===== src/rtl/regfile_dumper_pkg.sv =====
// Shared register-file dimensions and dump FSM state type.
package regfile_dump_pkg;

  localparam int unsigned DATA_W = 32;
  localparam int unsigned ADDR_W = 5;

  typedef enum logic [1:0] {
    IDLE,
    READ,
    HOLD,
    DONE
  } dump_state_t;

endpackage


===== src/rtl/regfile_dumper_if.sv =====
// Valid/ready word stream carrying (index, value) pairs out of the dumper.
interface regfile_dumper_if #(
  parameter int unsigned DATA_W = 32,
  parameter int unsigned ADDR_W = 5
) ();

  logic              out_valid;
  logic              out_ready;
  logic [DATA_W-1:0] out_data;
  logic [ADDR_W-1:0] out_index;

  modport master (
    output out_valid,
    output out_data,
    output out_index,
    input  out_ready
  );

  modport slave (
    input  out_valid,
    input  out_data,
    input  out_index,
    output out_ready
  );

endinterface


===== src/rtl/regfile_dumper.sv =====
// Walks the register file read port from FIRST_REG to LAST_REG and streams
// each (index, value) pair over a valid/ready handshake.
module regfile_dumper
  import regfile_dump_pkg::*;
#(
  parameter int unsigned DATA_W    = regfile_dump_pkg::DATA_W,
  parameter int unsigned ADDR_W    = regfile_dump_pkg::ADDR_W,
  parameter int unsigned FIRST_REG = 0,
  parameter int unsigned LAST_REG  = 31
) (
  input  logic                clk,
  input  logic                rst,
  input  logic                start,
  output logic [ADDR_W-1:0]   readaddr,
  input  logic [DATA_W-1:0]   readdata,
  regfile_dumper_if.master    stream,
  output logic                busy,
  output logic                done
);

  localparam logic [ADDR_W-1:0] FIRST_A = ADDR_W'(FIRST_REG);
  localparam logic [ADDR_W-1:0] LAST_A  = ADDR_W'(LAST_REG);

  dump_state_t       state;
  dump_state_t       state_d;
  logic [ADDR_W-1:0] readaddr_d;
  logic [ADDR_W-1:0] index_d;
  logic [DATA_W-1:0] data_d;
  logic              valid_d;
  logic              busy_d;
  logic              done_d;

  // State and every output are registered together.
  always_ff @(posedge clk) begin
    if (rst) begin
      state            <= IDLE;
      readaddr         <= '0;
      stream.out_valid <= 1'b0;
      stream.out_data  <= '0;
      stream.out_index <= '0;
      busy             <= 1'b0;
      done             <= 1'b0;
    end else begin
      state            <= state_d;
      readaddr         <= readaddr_d;
      stream.out_valid <= valid_d;
      stream.out_data  <= data_d;
      stream.out_index <= index_d;
      busy             <= busy_d;
      done             <= done_d;
    end
  end

  // Next-state and next-output logic; done is a pulse so it defaults low.
  always_comb begin
    state_d    = state;
    readaddr_d = readaddr;
    data_d     = stream.out_data;
    index_d    = stream.out_index;
    valid_d    = stream.out_valid;
    busy_d     = busy;
    done_d     = 1'b0;

    case (state)
      IDLE: begin
        if (start) begin
          state_d    = READ;
          readaddr_d = FIRST_A;
          busy_d     = 1'b1;
        end
      end

      READ: begin
        // Read data is combinational (including write bypass), so capture now.
        data_d  = readdata;
        index_d = readaddr;
        valid_d = 1'b1;
        state_d = HOLD;
      end

      HOLD: begin
        if (stream.out_valid && stream.out_ready) begin
          valid_d = 1'b0;
          if (stream.out_index == LAST_A) begin
            done_d  = 1'b1;
            state_d = DONE;
          end else begin
            readaddr_d = readaddr + ADDR_W'(1);
            state_d    = READ;
          end
        end
      end

      DONE: begin
        busy_d     = 1'b0;
        readaddr_d = '0;
        state_d    = IDLE;
      end

      default: begin
        state_d = IDLE;
      end
    endcase
  end

endmodule


===== src/flat_wrapper.sv =====
// flat-port wrapper written by rule: the top's interface ports become plain ports
module regfile_dumper_flat import regfile_dump_pkg::*;
#(
  parameter int unsigned DATA_W    = regfile_dump_pkg::DATA_W,
  parameter int unsigned ADDR_W    = regfile_dump_pkg::ADDR_W,
  parameter int unsigned FIRST_REG = 0,
  parameter int unsigned LAST_REG  = 31
)
  (clk, rst, start, readaddr, readdata, busy, done, stream_out_valid, stream_out_data, stream_out_index, stream_out_ready);
  regfile_dumper_if #(.DATA_W(DATA_W), .ADDR_W(ADDR_W)) stream_i ();
  input  logic clk;
  input  logic rst;
  input  logic start;
  output logic [ADDR_W-1:0] readaddr;
  input  logic [DATA_W-1:0] readdata;
  output logic busy;
  output logic done;
  output wire logic [$bits(stream_i.out_valid)-1:0] stream_out_valid;
  output wire logic [$bits(stream_i.out_data)-1:0] stream_out_data;
  output wire logic [$bits(stream_i.out_index)-1:0] stream_out_index;
  input wire logic [$bits(stream_i.out_ready)-1:0] stream_out_ready;
  assign stream_out_valid = stream_i.out_valid;
  assign stream_out_data = stream_i.out_data;
  assign stream_out_index = stream_i.out_index;
  assign stream_i.out_ready = stream_out_ready;
  regfile_dumper #(.DATA_W(DATA_W), .ADDR_W(ADDR_W), .FIRST_REG(FIRST_REG), .LAST_REG(LAST_REG)) u_core (.clk(clk), .rst(rst), .start(start), .readaddr(readaddr), .readdata(readdata), .stream(stream_i), .busy(busy), .done(done));
endmodule

===== config.mk =====
export PLATFORM = sky130hd
export DESIGN_NAME = regfile_dumper_flat
export DESIGN_NICKNAME = d
export VERILOG_FILES = /design/src/rtl/regfile_dumper_pkg.sv /design/src/rtl/regfile_dumper_if.sv /design/src/rtl/regfile_dumper.sv /design/src/flat_wrapper.sv
export SDC_FILE = /design/constraint.sdc
export NUM_CORES = 1
export LEC_CHECK = 0
export ABC_AREA = 1
export BUFFER_PORTS_ARGS = -buffer_cell sky130_fd_sc_hd__buf_2
export CORE_MARGIN = 3
export CORE_UTILIZATION = 37
export CTS_CLUSTER_DIAMETER = 200
export DETAILED_ROUTE_END_ITERATION = 10
export PLACE_DENSITY_LB_ADDON = 0.25
export REMOVE_ABC_BUFFERS = 1
export SLEW_MARGIN = 30
export SYNTH_ARGS = -nofsm -noshare
export SYNTH_HDL_FRONTEND = slang
export SYNTH_SLANG_ARGS = --single-unit

===== constraint.sdc =====
create_clock -name clk -period 1.2 [get_ports clk]
set_input_delay 0.18 -clock clk [delete_from_list [all_inputs] [get_ports clk]]
set_output_delay 0.18 -clock clk [all_outputs]
set_load 0.005 [all_outputs]

# Word level (Yosys, flattened, before mapping)
# Index checks and enable logic that the tools add are counted.
[classes] add_sub_neg=1 multipliers=0 n_div=0 magnitude_cmp=0 eq_ne=7 n_shift=0 n_mux=13 n_bitwise=2 reduce_logical=10
[op_table] op="5-bit two-way mux" count=3
[op_table] op="5-bit one-hot mux with 3 select lines" count=1
[op_table] op="2-bit one-hot mux with 4 select lines" count=1
[op_table] op="2-bit two-way mux" count=3
[op_table] op="2-bit AND reduction" count=3
[op_table] op="5-bit by 1-bit adder with 5-bit output, second input constant" count=1
[op_table] op="5-bit == test, second input constant" count=1
[op_table] op="2-bit == test, second input constant" count=2
[op_table] op="2-bit inequality test, second input constant" count=2
[op_table] op="1-bit one-hot mux with 2 select lines" count=2
[op_table] op="4-bit AND reduction" count=1
[op_table] op="2-bit nonzero test" count=2
[op_table] op="1-bit two-way mux" count=3
[op_table] op="3-bit nonzero test" count=1
[op_table] op="3-bit OR reduction" count=1
[op_table] op="2-bit by 1-bit == test with 1-bit output, second input constant" count=1
[op_table] op="2-bit zero test" count=1
[op_table] op="2-bit by 1-bit inequality test with 1-bit output, second input constant" count=1
[op_table] op="1-bit NOT" count=2
[op_table] op="1-bit logical AND" count=1
[totals] register_bits=47 latch_bits=0 ram_bits=0 mem_bits_ro=0 out_inout_bits=45 elab_cells=40 memories=0

# Longest topological paths before layout
[logic_depth] depth_word=4 mapped_depth=9 depth_no_buf=9

# Worst setup path before layout
# OpenSTA, ideal clock, no wires.
[synth_path] path_type="register -> register" from="reg u_core.state[0]" to="reg u_core.readaddr[0]" arrival_ns=0.990 required_time_ns=1.087 slack_ns=0.098 stages_incl_launch_ff=8 path_cell_list="dfxtp_1 inv_2 nand3b_1 nand2_4 nor2_8 nand2_1 nand2_1 nor2_1"
[synth_via] elab_chain_len=3 elab_cells_between_ends=9
[synth_lines] element="from (decl)" line_no="regfile_dumper.sv:24" rtl="dump_state_t state;"
[synth_lines] element="from (signal assigned)" line_no="regfile_dumper.sv:44" rtl="state <= state_d;"
[synth_lines] element="2-bit == test or 2-bit zero test (tied branches)" line_no="regfile_dumper.sv:64" rtl="case (state)"
[synth_lines] element="2-bit inequality test (no source line), or another cell as far along"
[synth_lines] element="4-bit AND reduction (no source line)"
[synth_lines] element="to (signal assigned)" line_no="regfile_dumper.sv:45" rtl="readaddr <= readaddr_d;"
[synth_lines] element="to (decl)" line_no="regfile_dumper.sv:14" rtl="output logic [ADDR_W-1:0] readaddr,"
# Several ways; a longest one is shown, not always the timed one.
# A chain may end at the register's enable or synchronous reset.

# Worst setup path after layout
[layout_path] from="reg u_core.state[0]" to="reg u_core.readaddr[4]"
# Same word-level chain as after synthesis.

==> results.json <==
{
  "cts_tree": "yes",
  "grt_max_degree": 26,
  "synth_top_family_by_area": "simple AND/OR/NAND/NOR gates",
  "period_minus_slack_ps": 1120,
  "synth_area_per_cell_um2": 7.87,
  "clk_pin_slew_ps": 90,
  "slew_headroom": 0.835,
  "reg2reg_to": "u_core.readaddr[4]",
  "critPathMaxFanout": 8,
  "outcome": "completed",
  "setup_slack_ps": 78.0,
  "initial_core_util": 0.400,
  "finalSetupViolCount": 0,
  "antenna_found_initial": 0,
  "p_per_area_mw_per_mm2": 1740,
  "skew_ps": 3.74,
  "cp-start-kind": "flip-flop",
  "rows": 24,
  "crit_chain": "inv_2 > nand2_4 > nor2_4 > nand2_4 > nand2_4 > nor2_8 > nand2_1 > nand2_1 > nor2_1",
  "hold_path.class": "in -> reg",
  "hpwl_um": 3150,
  "fin_tns_setup_ps": 0,
  "grt_pass1_vias": 1594,
  "r2r_slack_ps": 80,
  "io_pins": 81,
  "critical_path.slowest_cell": "dfxtp_4",
  "critPathLaunch": "u_core.state[0]",
  "cts_max_level": 2,
  "finalCritPeriodShare": 0.935,
  "via_per_inst": 4.57,
  "core_mm2": 0.00456,
  "grt-ovfl-total": 0,
  "cts_buffer_depth": 2,
  "gp_congestion": 0.792,
  "yosys.area_share.simple": 0.271,
  "dieArea_mm2": 0.00581,
  "first_pass_iters": 5,
  "wl_per_cell_um": 11.5,
  "cts_buffers": 5,
  "crit_arrival_ps": 1310,
  "r2r-start": "u_core.state[0]",
  "fin_hold_ws_ps": 88.3,
  "cts_sinks": 47,
  "fmax_mhz": 891,
  "synth_compound_area_frac": 0.139,
  "drt_wl_total_um": 4420,
  "critPathMostFrequentCell": "nand2_4",
  "hold_buffers": 0,
  "track_usage": 0.152,
  "finalMaxSlewViolations": 0,
  "layout.nets": 356,
  "crit_type": "reg -> reg",
  "cp.required_ps": 1390,
  "drc_errors": 0,
  "rr_worst_depth": 9,
  "synthCells": 232,
  "cts_root_buf": "clkbuf_8",
  "synth_xor_area_frac": 0,
  "power_leakage_nw": 1.22,
  "insertion_delay_ps": 290,
  "yosysSeqAreaShare": 0.515,
  "post-place-ws_ps": -12.7,
  "drtIter0Drc": 75,
  "crit_path_end": "u_core.readaddr[4]",
  "place_area_mm2": 0.00231,
  "drive_gt1_frac": 0.366,
  "maxCapViolCount": 0,
  "die_width_um": 76.2,
  "via_count": 1759,
  "die_y_um": 76.2,
  "hold_viol": 0,
  "synth.distinct_cells": 25,
  "yosysWarnings": 0,
  "crit_path_end_kind": "flip-flop",
  "design_area_mm2": 0.00249,
  "synth-seq-cells": 47,
  "worst_pin_slew_ps": 247,
  "slowest_delay_ps": 390,
  "n_antenna_cell": 0,
  "vdd_drop_max_mv": 0.835,
  "antenna_left": 0,
  "yosys.area_share.adder": 0.00685,
  "syn2layout_area_growth_pct": 36.6,
  "synth.mux.area_fraction": 0,
  "io_buffer_count": 80,
  "syn_area_mm2": 0.00183,
  "grt_first_pass_wirelength_um": 7320
}
==> timing repair <==
| item | CTS | global route |
|---|---|---|
| resized for setup | 1 | 13 |
| buffers inserted | 0 | 2 |
| endpoints found under the setup margin | 5 | 28 |
==> critical path: cells and delay by family, from the launching register on <==
kind / cells / cell delay [ps]
flops: 1 / 390
simple gates: 8 / 570
buf+inv: 1 / 70
==> flip-flops by register name, indices dropped and copies added (netlist names) <==
register	count
u_core.stream.out_valid	1
u_core.stream.out_data	32
u_core.state	2
u_core.done	1
u_core.readaddr	5
u_core.stream.out_index	5
u_core.busy	1
==> worst min-delay path by stage <==
stage / start / endpoint / slack, ps / cells after the start
2_1_floorplan: rst / u_core.busy / 250 / 1
3_3_place_gp: stream_out_ready / u_core.stream.out_valid / 400 / 2
3_5_place_dp: stream_out_ready / u_core.stream.out_valid / 410 / 2
4_1_cts: stream_out_ready / u_core.stream.out_valid / 80 / 2
5_1_grt: stream_out_ready / u_core.stream.out_valid / 80 / 2
6_report: stream_out_ready / u_core.stream.out_valid / 90 / 2
==> layer usage <==
layer	vias up	wire length, um	GRT usage
li1	917	-	-
met1	780	2030	0.191
met2	60	2080	0.252
met3	2	289	0.0520
met4	0	19	0.0326
met5	-	0	0
==> logic make-up (layout without fill, tap and decap cells) <==
logic type / Yosys count / in the layout
compound gates: 50 / 50
flops: 47 / 47
simple gates: 111 / 111
buf+inv: 23 / 111
fa+ha+maj: 1 / 1
==> layout by cell type, fill, tap and decap left out, types with 2 or more instances in the layout <==
cell,synthesis,final
o21ai_0,17,16
nand4_1,2,2
nand3_1,4,4
nand2_4,4,5
clkbuf_8,0,5
nand2_1,17,17
a21oi_1,7,7
nor2_4,1,2
buf_2,3,80
dfxtp_1,47,43
nor2_1,76,75
o21ai_1,24,25
bufinv_16,0,2
buf_4,1,10
dfxtp_2,0,3
nor3_1,2,2
inv_1,8,8
==> synthesized netlist by cell type <==
master,number,share of area
ha_1,1,0.0069
nor2_2,1,0.0034
or2_2,1,0.0034
nand2_1,17,0.035
nand3_1,4,0.011
buf_2,3,0.0082
nor2_1,76,0.16
nor2_4,1,0.0062
nor3_1,2,0.0055
o21ai_0,17,0.047
a31oi_1,1,0.0034
dfxtp_1,47,0.52
a21oi_1,7,0.019
nand3b_1,1,0.0041
nand4_1,2,0.0069
o21bai_1,1,0.0041
nor2_8,1,0.011
buf_6,4,0.025
nand2_2,1,0.0034
o21ai_1,24,0.066
inv_2,3,0.0062
nand2_4,4,0.025
clkbuf_1,4,0.0082
buf_4,1,0.0041
inv_1,8,0.016
==> metrics by stage <==
| stage | util | cells | total power (W) |
|---|---|---|---|
| 2_1_floorplan | - | 220 | 0.00252 |
| 3_3_place_gp | 0.507 | 375 | 0.00299 |
| 3_5_place_dp | 0.507 | 375 | 0.00301 |
| 4_1_cts | 0.536 | 383 | 0.00437 |
| 5_1_grt | 0.546 | 385 | 0.00465 |
| 6_report | 0.546 | 385 | 0.00435 |
==> area by class of cell <==
type	count	area, um2
fill	454	2070
clock buffer	6	72.6
tap	65	81.3
inverter	11	48.8
clock inverter	2	60.1
multi-input combinational	162	776
timing repair buffer	92	507
sequential	47	948
==> report_power, final <==
group          internal, W  switching, W
registers          0.00180      0.000132
logic             0.000485      0.000584
clock network     0.000833      0.000516
No activity file was read; power rests on OpenSTA's default activity.
